<file path="src/rtl/cache_refill_ctrl_pkg.sv">
// Shared definitions for the cache refill controller: FSM encoding and
// memory address field layout.
package cache_refill_ctrl_pkg;

    localparam int unsigned TAG_W   = 1;
    localparam int unsigned INDEX_W = 1;
    localparam int unsigned WORD_W  = 1;
    localparam int unsigned ADDR_W  = TAG_W + INDEX_W + WORD_W;

    typedef enum logic [2:0] {
        IDLE     = 3'd0,
        LOOKUP   = 3'd1,
        MEM_REQ  = 3'd2,
        MEM_WAIT = 3'd3,
        FILL     = 3'd4
    } state_t;

    // Word address presented to memory, most significant field first
    typedef struct packed {
        logic [TAG_W-1:0]   tag;
        logic [INDEX_W-1:0] index;
        logic [WORD_W-1:0]  word;
    } mem_addr_t;

endpackage

</file>
<file path="src/rtl/cache_refill_ctrl_word_reg.sv">
// Single line-buffer word: synchronous clear, load on enable.
module cache_refill_ctrl_word_reg #(
    parameter int unsigned WIDTH = 32
) (
    input  logic             clk,
    input  logic             rst,
    input  logic             en,
    input  logic [WIDTH-1:0] d,
    output logic [WIDTH-1:0] q
);

    always_ff @(posedge clk) begin
        if (rst) begin
            q <= '0;
        end else if (en) begin
            q <= d;
        end
    end

endmodule

</file>
<file path="src/rtl/cache_refill_ctrl.sv">
// Two-way cache refill controller: looks up a CPU load, on a miss fetches the
// line word by word from memory, fills the round-robin victim way and replays.
module cache_refill_ctrl
    import cache_refill_ctrl_pkg::*;
#(
    parameter int unsigned WIDTH      = 32,
    parameter int unsigned CACHE_SIZE = 4
) (
    input  logic                            clk,
    input  logic                            rst,
    input  logic                            req_valid,
    output logic                            req_ready,
    input  logic                            req_tag,
    input  logic                            req_index,
    input  logic                            req_offset,
    output logic                            resp_valid,
    input  logic                            hit,
    input  logic                            hit_0,
    input  logic                            hit_1,
    output logic                            out_tag,
    output logic                            out_index,
    output logic                            control_offset,
    output logic                            control_cache_word,
    output logic [WIDTH*CACHE_SIZE/2-1:0]   line_bus_0,
    output logic [WIDTH*CACHE_SIZE/2-1:0]   line_bus_1,
    output logic [1:0]                      is_load_bus,
    output logic                            mem_req_valid,
    input  logic                            mem_req_ready,
    output logic [2:0]                      mem_req_addr,
    input  logic                            mem_resp_valid,
    input  logic [WIDTH-1:0]                mem_resp_data
);

    localparam int unsigned LINE_WORDS = CACHE_SIZE / 2;
    localparam int unsigned LINE_W     = WIDTH * LINE_WORDS;

    state_t              state;
    logic [TAG_W-1:0]    tag_q;
    logic [INDEX_W-1:0]  index_q;
    logic                offset_q;
    logic [WORD_W-1:0]   word_q;
    logic                victim_q;
    logic [LINE_W-1:0]   line_buf;
    logic                capture;
    logic                last_word;
    logic                in_fill;
    mem_addr_t           addr;

    assign capture   = (state == MEM_WAIT) && mem_resp_valid;
    assign last_word = (word_q == WORD_W'(LINE_WORDS - 1));
    assign in_fill   = (state == FILL);

    // Control FSM, word counter, victim pointer and request latch
    always_ff @(posedge clk) begin
        if (rst) begin
            state    <= IDLE;
            tag_q    <= '0;
            index_q  <= '0;
            offset_q <= 1'b0;
            word_q   <= '0;
            victim_q <= 1'b0;
        end else begin
            case (state)
                IDLE: begin
                    if (req_valid) begin
                        tag_q    <= TAG_W'(req_tag);
                        index_q  <= INDEX_W'(req_index);
                        offset_q <= req_offset;
                        state    <= LOOKUP;
                    end
                end
                LOOKUP: begin
                    if (hit) begin
                        state <= IDLE;
                    end else begin
                        word_q <= '0;
                        state  <= MEM_REQ;
                    end
                end
                MEM_REQ: begin
                    if (mem_req_ready) begin
                        state <= MEM_WAIT;
                    end
                end
                MEM_WAIT: begin
                    if (mem_resp_valid) begin
                        if (last_word) begin
                            state <= FILL;
                        end else begin
                            word_q <= word_q + WORD_W'(1);
                            state  <= MEM_REQ;
                        end
                    end
                end
                FILL: begin
                    victim_q <= ~victim_q;
                    state    <= LOOKUP;
                end
                default: begin
                    state <= IDLE;
                end
            endcase
        end
    end

    // Line buffer: word 0 occupies the most significant slice
    for (genvar w = 0; w < LINE_WORDS; w++) begin : g_line_word
        cache_refill_ctrl_word_reg #(
            .WIDTH (WIDTH)
        ) u_word (
            .clk (clk),
            .rst (rst),
            .en  (capture && (word_q == WORD_W'(w))),
            .d   (mem_resp_data),
            .q   (line_buf[(LINE_WORDS-1-w)*WIDTH +: WIDTH])
        );
    end

    assign addr = '{tag: tag_q, index: index_q, word: word_q};

    assign req_ready     = (state == IDLE);
    assign mem_req_valid = (state == MEM_REQ);
    assign mem_req_addr  = addr;
    assign out_tag       = tag_q;
    assign out_index     = index_q;

    // Hit response is same-cycle with the cache's hit flags
    assign resp_valid         = (state == LOOKUP) && hit;
    assign control_offset     = (state == LOOKUP) && offset_q;
    assign control_cache_word = (state == LOOKUP) && hit_1 && !hit_0;

    assign is_load_bus = in_fill ? (victim_q ? 2'b01 : 2'b10) : 2'b00;
    assign line_bus_0  = (in_fill && !victim_q) ? line_buf : '0;
    assign line_bus_1  = (in_fill &&  victim_q) ? line_buf : '0;

endmodule

</file>
<file path="config.mk">
export PLATFORM = sky130hd
export DESIGN_NAME = cache_refill_ctrl
export DESIGN_NICKNAME = d
export VERILOG_FILES = /design/src/rtl/cache_refill_ctrl_pkg.sv /design/src/rtl/cache_refill_ctrl_word_reg.sv /design/src/rtl/cache_refill_ctrl.sv
export SDC_FILE = /design/constraint.sdc
export NUM_CORES = 1
export LEC_CHECK = 0
export ABC_AREA = 1
export BUFFER_PORTS_ARGS = -buffer_cell sky130_fd_sc_hd__buf_2
export CAP_MARGIN = 20
export CORE_ASPECT_RATIO = 1.75
export CORE_UTILIZATION = 51
export CTS_CLUSTER_SIZE = 20
export DETAILED_ROUTE_END_ITERATION = 7
export HOLD_SLACK_MARGIN = 0.05
export PLACE_DENSITY_LB_ADDON = 0.15
export SETUP_SLACK_MARGIN = 0.2
export SKIP_LAST_GASP = 1
export SLEW_MARGIN = 20
export SYNTH_ARGS = -nofsm -noshare
export SYNTH_HDL_FRONTEND = slang
export SYNTH_SLANG_ARGS = --single-unit
export TNS_END_PERCENT = 50
</file>
<file path="constraint.sdc">
create_clock -name clk -period 4.05 [get_ports clk]
set_input_delay 0.405 -clock clk [delete_from_list [all_inputs] [get_ports clk]]
set_output_delay 0.405 -clock clk [all_outputs]
set_load 0.02 [all_outputs]
</file>
==> run_summary.xml, run 1 <==
<?xml version="1.0" encoding="UTF-8"?>
<metrics>
  <group name="run_status">
    <metric name="outcome" unit="">completed</metric>
  </group>
  <group name="power_and_ir_drop">
    <metric name="irDropWorstVdd" unit="mV">0.3163</metric>
    <metric name="power.switching_fraction" unit="">0.2613</metric>
    <metric name="combPwrFrac" unit="">0.145</metric>
    <metric name="clock_power_share" unit="">0.412</metric>
    <metric name="seq_power_share" unit="">0.442</metric>
    <metric name="p_int" unit="mW">1.287</metric>
    <metric name="power_density" unit="mW/mm^2">353.2</metric>
    <metric name="power.net_switching" unit="mW">0.4553</metric>
    <metric name="total_leakage_power" unit="nW">2.448</metric>
  </group>
  <group name="yosys">
    <metric name="synth.area.top_cells" unit="">sky130_fd_sc_hd__dfxtp_1 37%, sky130_fd_sc_hd__nor2_1 25%, sky130_fd_sc_hd__inv_1 10%</metric>
    <metric name="ys_ff_latch" unit="">72</metric>
    <metric name="syn_area" unit="mm^2">0.003936</metric>
    <metric name="syn_nets" unit="">699</metric>
    <metric name="syn-mean-instance-area" unit="um^2">6.000</metric>
    <metric name="synth_cell_type_count" unit="">20</metric>
    <metric name="ys_top_cells_by_count" unit="">266 x sky130_fd_sc_hd__nor2_1, 109 x sky130_fd_sc_hd__inv_1, 75 x sky130_fd_sc_hd__nand2_1</metric>
    <metric name="yosys_warning_count" unit="">0</metric>
    <metric name="post-synth-top-area-fraction" unit="">0.3662</metric>
    <metric name="number_of_synthesized_flops_with_an_enable_pin" unit="">0</metric>
    <metric name="synth.yosys.seq_area_share" unit="">0.3662</metric>
    <metric name="netlist.top_cell.by_area" unit="">sky130_fd_sc_hd__dfxtp_1</metric>
    <metric name="yosys.cell_count.top_type" unit="">sky130_fd_sc_hd__nor2_1</metric>
    <metric name="synth_ff_type" unit="">sky130_fd_sc_hd__dfxtp_1</metric>
    <metric name="synth-async-reset-ratio" unit="">0</metric>
    <metric name="synthesis.instances" unit="">656</metric>
  </group>
  <group name="cts">
    <metric name="clock_tree_from_tritoncts" unit="">done</metric>
    <metric name="clock_tree.htree_level_count" unit="">3</metric>
    <metric name="cts.hold.buffers_added" unit="">0</metric>
    <metric name="cts_bufs_inserted" unit="">9</metric>
    <metric name="cts.sink_count" unit="">72</metric>
    <metric name="cts.repair.resized" unit="">0</metric>
    <metric name="clkTransAtPathRegs" unit="ps">50</metric>
    <metric name="post_cts.repair.setup_buffers" unit="">0</metric>
    <metric name="clk_root_buffer_cell" unit="">sky130_fd_sc_hd__clkbuf_16</metric>
    <metric name="clock_path_buffers" unit="">2</metric>
    <metric name="worst_skew_pair.late_latency" unit="ps">320</metric>
  </group>
  <group name="die">
    <metric name="start_util" unit="">0.5238</metric>
    <metric name="floorplan.die.height" unit="um">118.2</metric>
    <metric name="number_of_placement_rows" unit="">42</metric>
    <metric name="chipWidth" unit="um">68.41</metric>
    <metric name="core" unit="mm^2">0.007515</metric>
    <metric name="io_pins" unit="">183</metric>
    <metric name="floorplan.die_area" unit="mm^2">0.008087</metric>
  </group>
  <group name="routing">
    <metric name="antenna_violating_nets_post_route" unit="">0</metric>
    <metric name="detailedRoute.firstPassIterationCount" unit="">4</metric>
    <metric name="detail_route.wl_per_cell" unit="um">10.62</metric>
    <metric name="drt_iter0_markers" unit="">273</metric>
    <metric name="drc" unit="">0</metric>
    <metric name="detail_route.vias_per_cell" unit="">4.671</metric>
    <metric name="detailroute.via_count" unit="">4204</metric>
    <metric name="wirelength" unit="mm">9.554</metric>
  </group>
  <group name="worst_setup_path">
    <metric name="cp_data_arrival_time" unit="ps">2050</metric>
    <metric name="criticalPathCategory" unit="">flip-flop to output pin</metric>
    <metric name="critical_path.max_stage_delay" unit="ps">710</metric>
    <metric name="cpMaxStageDelayCell" unit="">sky130_fd_sc_hd__inv_2</metric>
    <metric name="cpMostUsedCell" unit="">sky130_fd_sc_hd__nor2_1</metric>
    <metric name="worst-path-max-fanout" unit="">64</metric>
    <metric name="setup.worst_path.end_class" unit="">output pin</metric>
    <metric name="crit_path_start_kind" unit="">flip-flop</metric>
    <metric name="cp_cell_sequence" unit="">nor2_2 -&gt; nand2_1 -&gt; nor2_1 -&gt; inv_2 -&gt; nor2_1 -&gt; buf_2</metric>
    <metric name="cp.required" unit="ps">3640</metric>
  </group>
  <group name="sta">
    <metric name="max_freq" unit="MHz">406.6</metric>
    <metric name="timing_hold_violations_final" unit="">0</metric>
    <metric name="final.min_clock_period" unit="ps">2459</metric>
    <metric name="timing.setup.tns" unit="ps">0</metric>
    <metric name="finalCritPeriodShare" unit="">0.6072</metric>
    <metric name="fin_worst_skew" unit="ps">5.226</metric>
    <metric name="worst_pin_slew" unit="ps">1055</metric>
    <metric name="relSlewSlack" unit="">0.2954</metric>
    <metric name="fin_ws" unit="ps">1591</metric>
    <metric name="setup_viol" unit="">0</metric>
    <metric name="maxSlewViolCount" unit="">0</metric>
    <metric name="unrepaired_setup_endpoints_after_global_routing" unit="">no</metric>
  </group>
  <group name="place">
    <metric name="dpl.cell_count" unit="">886</metric>
    <metric name="pre_cts_slack" unit="ps">1904</metric>
    <metric name="port_buffers" unit="">182</metric>
    <metric name="gp_routability_congestion" unit="">0.7832</metric>
    <metric name="dpl.hpwl" unit="mm">6.754</metric>
  </group>
  <group name="layout">
    <metric name="antennaDiodeCount" unit="">0</metric>
    <metric name="final_core_util" unit="">0.6565</metric>
    <metric name="synthToLayoutAreaGrowth" unit="%">25.33</metric>
    <metric name="num-nets-final" unit="">852</metric>
    <metric name="post_route_cells_drive_above_1_share" unit="">0.2562</metric>
    <metric name="stdcell_count" unit="">900</metric>
  </group>
  <group name="global_routing">
    <metric name="grt_remaining_overflow" unit="">0</metric>
    <metric name="grt_start_max_net_pins" unit="">68</metric>
    <metric name="gr-usage-all-layers" unit="">0.2414</metric>
    <metric name="grt_antenna_before_repair" unit="">0</metric>
    <metric name="grt_pass1_vias" unit="">3633</metric>
    <metric name="wire_length_of_the_first_global_routing_pass" unit="mm">15.06</metric>
  </group>
  <group name="run">
    <metric name="cap_viol_max_count" unit="">0</metric>
  </group>
  <group name="worst_hold_path">
    <metric name="worst_min_delay_path_category" unit="">primary input to flip-flop</metric>
  </group>
</metrics>
cell families (layout without fill, tap and decap cells):
| kind of cell | Yosys count | in the layout | share of synthesized area |
|---|---|---|---|
| flip-flops | 72 | 72 | 0.3662 |
| buffers and inverters | 154 | 310 | 0.1872 |
| AND/OR/NAND/NOR | 424 | 424 | 0.4390 |
| AO/OA/AOI/OAI | 6 | 6 | 0.007626 |
routing by layer:
metal | vias to the layer above | GRT usage | share of wire
met3 | 11 | 0.04633 | 0.043
met1 | 1860 | 0.2530 | 0.41
met5 | - | 0 | 0
met2 | 117 | 0.4400 | 0.53
li1 | 2216 | - | -
met4 | 0 | 0.1003 | 0.018
metrics by stage:
| step | hold WS (ps) | area, um^2 | total power [mW] |
|---|---|---|---|
| 6_report | 338.0 | 4933 | 1.742 |
| 5_1_grt | 336.5 | 4933 | 1.823 |
| 4_1_cts | 324.6 | 4933 | 1.760 |
| 3_5_place_dp | 448.7 | 4659 | 1.039 |
| 3_3_place_gp | 457.9 | 4659 | 1.031 |
| 2_1_floorplan | 429.5 | 3936 | 0.9780 |
critical path, delay by kind of cell (launching register included):
family,cells,cell delay (ps)
AND/OR/NAND/NOR,4,380
flip-flops,1,420
buffers and inverters,2,920
cell usage in the layout (no fill, tap or decap):
cell                        netlist  routed
sky130_fd_sc_hd__a21oi_1          5       5
sky130_fd_sc_hd__clkbuf_1         1       2
sky130_fd_sc_hd__nor3b_1          1       1
sky130_fd_sc_hd__nand2_2          2       2
sky130_fd_sc_hd__nand2_1         75      75
sky130_fd_sc_hd__clkbuf_8         0       3
sky130_fd_sc_hd__clkinv_1         1       1
sky130_fd_sc_hd__nor2_1         266     266
sky130_fd_sc_hd__nor3_1           1       1
sky130_fd_sc_hd__nor2_4           2       2
sky130_fd_sc_hd__dfxtp_1         72      72
sky130_fd_sc_hd__nor2_2           3       3
sky130_fd_sc_hd__nand3_1         73      73
sky130_fd_sc_hd__inv_1          109     107
sky130_fd_sc_hd__inv_2            1       3
sky130_fd_sc_hd__buf_4            3       3
sky130_fd_sc_hd__o21ai_0          1       1
sky130_fd_sc_hd__clkbuf_16        0       9
sky130_fd_sc_hd__buf_2           16     182
sky130_fd_sc_hd__nor3_4           1       1
cell type report:
cell class / instances / area (um^2)
Sequential cell: 72 / 1441
Clock buffer: 14 / 274.0
Timing Repair Buffer: 185 / 933.4
Tap cell: 88 / 110.1
Multi-Input combinational cell: 430 / 1758
Inverter: 111 / 416.7
Fill cell: 717 / 2581
worst paths after layout:
kind,startpoint,to,slack (ps),cells past startpoint
worst max-delay path,state[1],line_bus_1[54],1590,6
worst min-delay path,rst,last_word,340,2
worst max register to register,last_word,g_line_word[1].u_word.q[22],2010,4
worst min register to register,offset_q,offset_q,450,2
state kept, by name (all words and copies together) (netlist names):
| name | cells |
|---|---|
| state | 3 |
| victim_q | 1 |
| out_index | 1 |
| g_line_word.u_word.q | 64 |
| offset_q | 1 |
| out_tag | 1 |
| last_word | 1 |
power groups by stage:
stage	logic (mW)	clock network [mW]	registers [mW]
after floorplan	0.198	0	0.780
after global placement	0.248	0	0.783
after detailed placement	0.254	0	0.785
after CTS	0.255	0.734	0.771
after global routing	0.285	0.763	0.775
final	0.253	0.719	0.771
No activity file was read; power rests on OpenSTA's default activity.
==> run 2: changes to the inputs <==
--- a/config.mk
+++ b/config.mk
@@ -9,7 +9,7 @@
 export BUFFER_PORTS_ARGS = -buffer_cell sky130_fd_sc_hd__buf_2
 export CAP_MARGIN = 20
 export CORE_ASPECT_RATIO = 1.75
-export CORE_UTILIZATION = 51
+export CORE_UTILIZATION = 47
 export CTS_CLUSTER_SIZE = 20
 export DETAILED_ROUTE_END_ITERATION = 7
 export HOLD_SLACK_MARGIN = 0.05
==> constraint.sdc (replaced) <==
create_clock -name clk -period 2.55 [get_ports clk]
set_input_delay 0.255 -clock clk [delete_from_list [all_inputs] [get_ports clk]]
set_output_delay 0.255 -clock clk [all_outputs]
set_load 0.02 [all_outputs]
==> run 2 against run 1 <==
Net effect: the flow now finishes with violations (design-rule violations); sequential share of layout area fell by 0.20 points; count of clock-buffer cells in the layout rose by 1; first-iteration DRC count fell by 19%; routed wire length rose by 2.4%; hold slack got worse by 150 ps; global-route usage fell by 1.9 points; clock skew fell by 0.85 ps; non-clock buffer count rose by 3; setup slack got worse by 1200 ps; clock power rose by 57%; via count fell by 0.40%; critical endpoint is now line_bus_0[57].
==> run_summary.xml, run 2 (synthesis results as in run 1) <==
<?xml version="1.0" encoding="UTF-8"?>
<metrics>
  <group name="run_status">
    <metric name="outcome" unit="">complete, but fails checks</metric>
    <metric name="violations" unit="">design-rule violations</metric>
  </group>
  <group name="routing">
    <metric name="drt_iter0_markers" unit="">222</metric>
    <metric name="detailroute.via_count" unit="">4187</metric>
    <metric name="wirelength" unit="mm">9.783</metric>
    <metric name="detailedRoute.firstPassIterationCount" unit="">7</metric>
    <metric name="detail_route.wl_per_cell" unit="um">10.80</metric>
    <metric name="detail_route.vias_per_cell" unit="">4.621</metric>
    <metric name="drc" unit="">11</metric>
    <metric name="antenna_violating_nets_post_route" unit="">0</metric>
  </group>
  <group name="global_routing">
    <metric name="grt_start_max_net_pins" unit="">65</metric>
    <metric name="wire_length_of_the_first_global_routing_pass" unit="mm">15.55</metric>
    <metric name="gr-usage-all-layers" unit="">0.2228</metric>
    <metric name="grt_remaining_overflow" unit="">0</metric>
    <metric name="grt_pass1_vias" unit="">3618</metric>
    <metric name="grt_antenna_before_repair" unit="">0</metric>
  </group>
  <group name="sta">
    <metric name="final.min_clock_period" unit="ps">2198</metric>
    <metric name="setup_viol" unit="">0</metric>
    <metric name="unrepaired_setup_endpoints_after_global_routing" unit="">yes</metric>
    <metric name="finalCritPeriodShare" unit="">0.8618</metric>
    <metric name="timing_hold_violations_final" unit="">0</metric>
    <metric name="maxSlewViolCount" unit="">0</metric>
    <metric name="fin_worst_hold_slack" unit="ps">189.5</metric>
    <metric name="max_freq" unit="MHz">455.0</metric>
    <metric name="relSlewSlack" unit="">0.4824</metric>
    <metric name="fin_worst_skew" unit="ps">4.373</metric>
    <metric name="timing.setup.tns" unit="ps">0</metric>
    <metric name="worst_pin_slew" unit="ps">774.5</metric>
  </group>
  <group name="worst_setup_path">
    <metric name="cp.required" unit="ps">2300</metric>
    <metric name="worst-path-max-fanout" unit="">40</metric>
    <metric name="critical_path.max_stage_delay" unit="ps">480</metric>
    <metric name="crit_path_start_kind" unit="">flip-flop</metric>
    <metric name="setup.worst_path.end_class" unit="">output pin</metric>
    <metric name="cp_data_arrival_time" unit="ps">1940</metric>
    <metric name="path_depth" unit="">7</metric>
    <metric name="cpMostUsedCell" unit="">sky130_fd_sc_hd__nor2_2</metric>
    <metric name="criticalPathCategory" unit="">flip-flop to output pin</metric>
    <metric name="r2r_cell_count" unit="">4</metric>
    <metric name="cp_num_buf_inv" unit="">3</metric>
    <metric name="crit_family" unit="">buffers and inverters</metric>
    <metric name="r2r_slack" unit="ps">640</metric>
    <metric name="cp_cell_sequence" unit="">nor2_2 -&gt; nand2_1 -&gt; nor2_2 -&gt; inv_2 -&gt; buf_12 -&gt; nor2_1 -&gt; buf_2</metric>
    <metric name="cpMaxStageDelayCell" unit="">sky130_fd_sc_hd__inv_2</metric>
  </group>
  <group name="power_and_ir_drop">
    <metric name="irDropWorstVdd" unit="mV">0.4531</metric>
    <metric name="finalPower" unit="mW">2.758</metric>
    <metric name="power_density" unit="mW/mm^2">555.2</metric>
    <metric name="total_leakage_power" unit="nW">2.464</metric>
  </group>
  <group name="layout">
    <metric name="fillers" unit="">780</metric>
    <metric name="flip_flop_count_of_the_largest_register_all_copies_and_words_added" unit="">64</metric>
    <metric name="reg.largest.list" unit="">g_line_word.u_word.q: 64 flops, state: 3 flops</metric>
    <metric name="antennaDiodeCount" unit="">0</metric>
    <metric name="post_route_cells_drive_above_1_share" unit="">0.2574</metric>
    <metric name="largest-register" unit="">g_line_word.u_word.q</metric>
    <metric name="final_core_util" unit="">0.6196</metric>
    <metric name="num-nets-final" unit="">855</metric>
    <metric name="synthToLayoutAreaGrowth" unit="%">26.19</metric>
    <metric name="commonest_non_fill_non_tap_cell_in_the_layout" unit="">sky130_fd_sc_hd__nor2_1</metric>
    <metric name="most-common-layout-cells" unit="">266 x sky130_fd_sc_hd__nor2_1, 182 x sky130_fd_sc_hd__buf_2, 107 x sky130_fd_sc_hd__inv_1</metric>
  </group>
  <group name="cts">
    <metric name="worst_skew_pair.late_latency" unit="ps">320</metric>
    <metric name="clkTransAtPathRegs" unit="ps">50</metric>
    <metric name="clock_tree_from_tritoncts" unit="">done</metric>
    <metric name="cts.hold.buffers_added" unit="">0</metric>
    <metric name="cts_bufs_inserted" unit="">9</metric>
    <metric name="clock_path_buffers" unit="">2</metric>
    <metric name="clk_root_buffer_cell" unit="">sky130_fd_sc_hd__clkbuf_16</metric>
    <metric name="clock_tree.htree_level_count" unit="">3</metric>
    <metric name="cts.sink_count" unit="">72</metric>
  </group>
  <group name="worst_hold_path">
    <metric name="worst_hold_depth" unit="">2</metric>
    <metric name="worst_min_delay_path_category" unit="">primary input to flip-flop</metric>
  </group>
  <group name="die">
    <metric name="start_util" unit="">0.4910</metric>
    <metric name="floorplan.die.height" unit="um">123.1</metric>
    <metric name="number_of_placement_rows" unit="">43</metric>
    <metric name="chipWidth" unit="um">71.18</metric>
    <metric name="floorplan.die_area" unit="mm^2">0.008760</metric>
    <metric name="core" unit="mm^2">0.008016</metric>
    <metric name="io_pins" unit="">183</metric>
  </group>
  <group name="place">
    <metric name="port_buffers" unit="">182</metric>
    <metric name="gp_routability_congestion" unit="">0.8355</metric>
    <metric name="dpl.hpwl" unit="mm">7.054</metric>
  </group>
  <group name="run">
    <metric name="cap_viol_max_count" unit="">0</metric>
  </group>
</metrics>
[run 2: cell types whose count changed in the layout (fill, tap and decap cells not counted)]
cell                       change
sky130_fd_sc_hd__inv_4         +1
sky130_fd_sc_hd__clkbuf_8      -1
sky130_fd_sc_hd__buf_4         +2
sky130_fd_sc_hd__buf_12        +1
sky130_fd_sc_hd__inv_2         -1
sky130_fd_sc_hd__clkbuf_1      +2
[run 2: final cells by class]
class / instances / area [um^2] / area share
flip-flops and latches: 72 / 1441 / 0.2902
well taps: 90 / 112.6 / 0.02267
multi-input cells: 430 / 1758 / 0.3539
clock buffers: 15 / 267.8 / 0.05390
repair buffers: 188 / 968.4 / 0.1950
inverters: 111 / 419.2 / 0.08438
[run 2: what timing repair did]
action,in CTS,in global routing
setup buffers,0,0
endpoints found under the setup margin,0,72
resized for setup,0,2
[run 2: power by group]
part | internal, mW | switching, mW
combinational | 0.136 | 0.268
clock | 0.707 | 0.423
sequential | 1.18 | 0.0411
[run 2: path summary, 6_finish.rpt]
kind / to / from
max reg2reg: g_line_word[1].u_word.q[14] / last_word
min: victim_q / rst
min reg2reg: offset_q / offset_q
max: line_bus_0[57] / state[1]
[run 2: worst register-to-register path: cells and delay by family, from the launching register on]
kind,cells,cell delay (ps)
flops,1,690
simple gates,3,910
buf+inv,1,250
[run 2: stage by stage]
| stage | std cells | area, um^2 | worst slack, ps |
|---|---|---|---|
| finish | 906 | 4967 | 352.4 |
| global route | 906 | 4967 | 186.1 |
| CTS | 906 | 4965 | 206.1 |
| detailed placement | 891 | 4697 | 558.8 |
| global placement | 891 | 4697 | 687.8 |
| floorplan | 656 | 3936 | 745.6 |
[run 2: layer usage]
layer / GRT usage / share of wire / vias to the layer above
li1: - / - / 2219
met1: 0.2382 / 0.40 / 1824
met2: 0.4315 / 0.53 / 129
met3: 0.03260 / 0.052 / 15
met4: 0.08375 / 0.017 / 0
met5: 0 / 0 / -
